--- config.mk ---
export PLATFORM = sky130hd
export DESIGN_NAME = iob_axis_pack
export DESIGN_NICKNAME = d
export VERILOG_FILES = /design/src/rtl/iob_counter.sv /design/src/rtl/iob_reg_re.sv /design/src/rtl/iob_axis_pack.sv
export SDC_FILE = /design/constraint.sdc
export NUM_CORES = 1
export LEC_CHECK = 0
export ABC_CLOCK_PERIOD_IN_PS = 2700
export BUFFER_PORTS_ARGS = -buffer_cell sky130_fd_sc_hd__buf_4
export CORE_AREA = 2 2 115 117
export DETAILED_ROUTE_END_ITERATION = 8
export DIE_AREA = 0 0 117 119
export SKIP_LAST_GASP = 1
export SLEW_MARGIN = 20
export SYNTH_ARGS = -nofsm -noshare
export SYNTH_HDL_FRONTEND = slang
export SYNTH_SLANG_ARGS = --single-unit
--- constraint.sdc ---
create_clock -name clk_i -period 2.7 [get_ports clk_i]
set_clock_uncertainty 0.2 [all_clocks]
set_input_delay 0.27 -clock clk_i [delete_from_list [all_inputs] [get_ports clk_i]]
set_output_delay 0.27 -clock clk_i [all_outputs]
set_load 0.05 [all_outputs]
--- src/rtl/iob_counter.sv ---
// Wrapping up-counter built on iob_reg_re; increments by one when en_i is high.
module iob_counter #(
    parameter int                DATA_W  = 32,
    parameter logic [DATA_W-1:0] RST_VAL = '0
) (
    input  logic              clk_i,
    input  logic              cke_i,
    input  logic              arst_n_i,
    input  logic              rst_i,
    input  logic              en_i,
    output logic [DATA_W-1:0] data_o
);

    logic [DATA_W-1:0] data_nxt;

    assign data_nxt = data_o + DATA_W'(1);

    iob_reg_re #(
        .DATA_W (DATA_W),
        .RST_VAL(RST_VAL)
    ) cnt_reg (
        .clk_i   (clk_i),
        .cke_i   (cke_i),
        .arst_n_i(arst_n_i),
        .rst_i   (rst_i),
        .en_i    (en_i),
        .data_i  (data_nxt),
        .data_o  (data_o)
    );

endmodule

--- src/rtl/iob_reg_re.sv ---
// Register with clock enable, synchronous reset and load enable; async active-low reset.
// Synchronous reset takes priority over the load enable.
module iob_reg_re #(
    parameter int                DATA_W  = 1,
    parameter logic [DATA_W-1:0] RST_VAL = '0
) (
    input  logic              clk_i,
    input  logic              cke_i,
    input  logic              arst_n_i,
    input  logic              rst_i,
    input  logic              en_i,
    input  logic [DATA_W-1:0] data_i,
    output logic [DATA_W-1:0] data_o
);

    always_ff @(posedge clk_i or negedge arst_n_i) begin
        if (!arst_n_i) begin
            data_o <= RST_VAL;
        end else if (cke_i) begin
            if (rst_i) begin
                data_o <= RST_VAL;
            end else if (en_i) begin
                data_o <= data_i;
            end
        end
    end

endmodule

--- src/rtl/iob_axis_pack.sv ---
// Packs DATA_W/TDATA_W narrow AXI-Stream beats into one wide word, lane 0 = first beat = LSBs.
// tlast flushes a partial word; tkeep marks the lanes actually filled.
module iob_axis_pack #(
    parameter int TDATA_W = 8,
    parameter int DATA_W  = 32,
    parameter int CNT_W   = 32
) (
    input  logic                       clk_i,
    input  logic                       cke_i,
    input  logic                       arst_n_i,
    input  logic                       rst_i,
    input  logic                       enable_i,
    input  logic                       s_axis_tvalid_i,
    output logic                       s_axis_tready_o,
    input  logic [TDATA_W-1:0]         s_axis_tdata_i,
    input  logic                       s_axis_tlast_i,
    output logic                       m_axis_tvalid_o,
    input  logic                       m_axis_tready_i,
    output logic [DATA_W-1:0]          m_axis_tdata_o,
    output logic [DATA_W/TDATA_W-1:0]  m_axis_tkeep_o,
    output logic                       m_axis_tlast_o,
    output logic [CNT_W-1:0]           word_count_o
);

    localparam int R      = DATA_W / TDATA_W;
    localparam int LANE_W = (R > 1) ? $clog2(R) : 1;

    logic [LANE_W-1:0] lane;
    logic [LANE_W-1:0] lane_nxt;
    logic [DATA_W-1:0] acc;
    logic [DATA_W-1:0] acc_nxt;
    logic [DATA_W-1:0] merged;
    logic [R-1:0]      keep_nxt;

    logic out_free;
    logic completing;
    logic in_hs;
    logic out_hs;
    logic load_out;
    logic valid_en;

    assign out_free   = ~m_axis_tvalid_o | m_axis_tready_i;
    assign completing = (lane == LANE_W'(R - 1)) | s_axis_tlast_i;

    assign s_axis_tready_o = enable_i & (out_free | ~completing);

    assign in_hs    = s_axis_tvalid_i & s_axis_tready_o;
    assign out_hs   = m_axis_tvalid_o & m_axis_tready_i;
    assign load_out = in_hs & completing;
    assign valid_en = load_out | out_hs;

    // Lanes below the current one come from the accumulator, the current lane takes the
    // incoming beat and lanes above are forced to zero so a flushed word is clean.
    for (genvar i = 0; i < R; i++) begin : g_lane
        always_comb begin
            merged[i*TDATA_W +: TDATA_W] = '0;
            if (LANE_W'(i) == lane) begin
                merged[i*TDATA_W +: TDATA_W] = s_axis_tdata_i;
            end else if (LANE_W'(i) < lane) begin
                merged[i*TDATA_W +: TDATA_W] = acc[i*TDATA_W +: TDATA_W];
            end
        end
        assign keep_nxt[i] = (LANE_W'(i) <= lane);
    end

    assign acc_nxt  = completing ? '0 : merged;
    assign lane_nxt = completing ? '0 : lane + LANE_W'(1);

    iob_reg_re #(.DATA_W(LANE_W)) lane_reg (
        .clk_i   (clk_i),
        .cke_i   (cke_i),
        .arst_n_i(arst_n_i),
        .rst_i   (rst_i),
        .en_i    (in_hs),
        .data_i  (lane_nxt),
        .data_o  (lane)
    );

    iob_reg_re #(.DATA_W(DATA_W)) acc_reg (
        .clk_i   (clk_i),
        .cke_i   (cke_i),
        .arst_n_i(arst_n_i),
        .rst_i   (rst_i),
        .en_i    (in_hs),
        .data_i  (acc_nxt),
        .data_o  (acc)
    );

    iob_reg_re #(.DATA_W(DATA_W)) data_reg (
        .clk_i   (clk_i),
        .cke_i   (cke_i),
        .arst_n_i(arst_n_i),
        .rst_i   (rst_i),
        .en_i    (load_out),
        .data_i  (merged),
        .data_o  (m_axis_tdata_o)
    );

    iob_reg_re #(.DATA_W(R)) keep_reg (
        .clk_i   (clk_i),
        .cke_i   (cke_i),
        .arst_n_i(arst_n_i),
        .rst_i   (rst_i),
        .en_i    (load_out),
        .data_i  (keep_nxt),
        .data_o  (m_axis_tkeep_o)
    );

    iob_reg_re #(.DATA_W(1)) last_reg (
        .clk_i   (clk_i),
        .cke_i   (cke_i),
        .arst_n_i(arst_n_i),
        .rst_i   (rst_i),
        .en_i    (load_out),
        .data_i  (s_axis_tlast_i),
        .data_o  (m_axis_tlast_o)
    );

    // A completion in the same cycle as a sink accept reloads and keeps valid high.
    iob_reg_re #(.DATA_W(1)) valid_reg (
        .clk_i   (clk_i),
        .cke_i   (cke_i),
        .arst_n_i(arst_n_i),
        .rst_i   (rst_i),
        .en_i    (valid_en),
        .data_i  (load_out),
        .data_o  (m_axis_tvalid_o)
    );

    iob_counter #(.DATA_W(CNT_W)) word_cnt (
        .clk_i   (clk_i),
        .cke_i   (cke_i),
        .arst_n_i(arst_n_i),
        .rst_i   (rst_i),
        .en_i    (out_hs),
        .data_o  (word_count_o)
    );

endmodule

==> flow_summary.toml <==
[cells_and_area]
antenna_cells = 0
layout.nets = 543
final_common_cell = "dfrtp_1"
drive_above_1_share_pct = 23.00
fin_util_pct = 42.69
fin_cells = 702
mostFrequentLayoutCells = "dfrtp_1 (96), buf_4 (95), nand2_1 (64)"
syn_to_final_growth_pct = 26.05

[synthesis]
syn_inst = 434
yosys_most_used_dff = "dfrtp_1"
ys_ff_latch = 96
synth_fp_nets = 456
postSynth.asyncResetShare_pct = 100.0
yosys_warnings = 0
synth_area_mm2 = 0.004360
seq_area_frac_synth_pct = 55.09
syn_avg_cell_area_um2 = 10.05
synth_edf_count = 0
synthDistinctLibCells = 43

[timing]
rsz0062_at_grt = "no"
report.final.setup_viol = 0
fmax_mhz = 442.7
relSlewSlack_pct = 59.26
tns_ns = 0
hold_viol = 0
slew_viol_final = 0
worst_pin_slew_ns = 0.6078
period_share_pct = 83.65
post-route-min-period_ns = 2.259

[power]
power_uw = 2980
p_leak_uw = 0.002625
power_density_mw_per_mm2 = 542.2
ir_worst_vdd_v = 0.0002814

[die]
num_rows = 42
fp.dieH_um = 119
die_area_mm2 = 0.01392
core_region_area_mm2 = 0.01287
die_w_um = 117
initial_utilization_pct = 33.87
io_pins = 87

[routing]
via_per_inst = 5.023
initialDrtViolationCount = 201
num_vias = 3526
post_drt_wl_per_cell_um = 15.75
ant_nets = 0
detail_route.first_pass.iterations = 4
routed_wl_um = 11050
drcViolationCount = 0

[place]
hpwl_um = 7825
port_buffers = 86
placed_cells = 685
place.gp.congestion = 0.7698

[clock_network]
clkLatencyLatePin_ns = 0.34
clock_tree.buffer_depth = 2
cts_max_level = 3
ctsResizeCount = 0
cts_setup_buffers = 0
cts_tree = "yes"
cts_buffers = 9
clkSinkCount = 96
holdBufCountCts = 1
path_clk_slew_ns = 0.07
cts_root_buffer = "clkbuf_16"

[worst_setup_path]
reg2reg_from = "lane_reg.data_o[0]"
cp-end-kind = "register"
path_class = "register to register"
worstPathArrival_ns = 2.34
critPathLaunchType = "register"
worstPathRequired_ns = 2.78
crit_path_max_fanout = 9
crit_path_start = "lane_reg.data_o[0]"

[hold_path]
hp-start = "s_axis_tdata_i[7]"
hold_class = "primary input to register"

[global_route]
grt_pass1_vias = 3427
grt_start_max_net_pins = 40
grt_use_total_pct = 16.67
grt_first_pass_wirelength_um = 18040
grt_overflow_total = 0
antenna_found_initial = 0

[flow_run]
cap_violations = 0

[run_status]
status = "finished, final reports clean"
-- per-layer routing --
layer,global-route usage (%),wire (um)
met2,25.00,5287
met3,4.326,607
met4,5.735,150
met1,23.37,5009
met5,0,0
-- state kept, by name, summed over array words and instances, names as in the netlist --
name	cells
data_reg.data_o	32
word_cnt.cnt_reg.data_o	32
acc_reg.data_o	24
keep_reg.data_o	4
lane_reg.data_o	2
last_reg.data_o	1
valid_reg.data_o	1
-- kinds of logic after synthesis --
kind of cell,after synthesis,share of synthesized area (%)
multiplexers,8,1.837
AO/OA/AOI/OAI,101,14.95
adder cells (fa/ha/maj),6,1.722
flip-flops,96,55.09
AND/OR/NAND/NOR,168,18.11
buffers and inverters,29,3.070
XOR/XNOR,26,5.222
-- worst paths after layout --
path	slack, ns	endpoint	cells after the start
min reg2reg	0.29	acc_reg.data_o[13]	2
min in group asynchronous	0.24	data_reg.data_o[22]	2
min	0.004	data_reg.data_o[31]	2
max	0.44	data_reg.data_o[26]	6
max in group asynchronous	1.39	keep_reg.data_o[3]	3
max reg2reg	0.44	data_reg.data_o[26]	6
-- stage by stage --
stage | area (um2) | setup WS (ns) | hold slack (ns)
after floorplan | 4360 | 0.4735 | -0.2256
after global placement | 5214 | 0.5342 | 0.06609
after detailed placement | 5214 | 0.4788 | 0.07987
after CTS | 5497 | 0.4552 | 0.001727
after global routing | 5497 | 0.3036 | 0.005174
final | 5497 | 0.4413 | 0.004101
-- cell usage after synthesis, types with 4 or more instances --
library cell	n	area, um2
or3_1	4	25.02
a22oi_1	7	52.55
o21ai_1	33	165.2
a2bb2oi_1	6	52.55
ha_1	6	75.07
nor4_1	5	31.28
o21ai_0	14	70.07
nand2_1	64	240.2
a21oi_1	12	60.06
nand3_1	15	75.07
nand4_1	17	106.4
nor2_1	44	165.2
mux2i_1	8	80.08
a22o_1	16	140.1
inv_1	7	26.28
clkbuf_1	14	52.55
xnor2_1	5	43.79
and3_1	4	25.02
o2bb2ai_1	7	61.31
dfrtp_1	96	2402
xor2_1	21	183.9
-- power breakdown --
group,switching [uW],leakage (uW),internal [uW],total [uW]
logic,223,0.00116,97.3,320
registers,24.4,0.00133,1470,1490
clock network,546,0.000132,624,1170
-- critical path: stages, from the launching register on --
cell and delay [ns]:
dfrtp_1 0.44, ha_1 0.24, nor2_1 0.29, o21ba_2 0.24, nand2_1 0.10, nor3_2 0.48, a22o_1 0.21
-- final cells by class --
cell class	instances	area [um2]
Tap cell	176	220.2
Sequential cell	96	2402
Multi-Input combinational cell	309	1828
Inverter	8	30.03
Timing Repair Buffer	97	743.2
Clock buffer	9	225.2
Clock inverter	7	47.55
Fill cell	1255	7378
(Power assumes the default switching activity.)
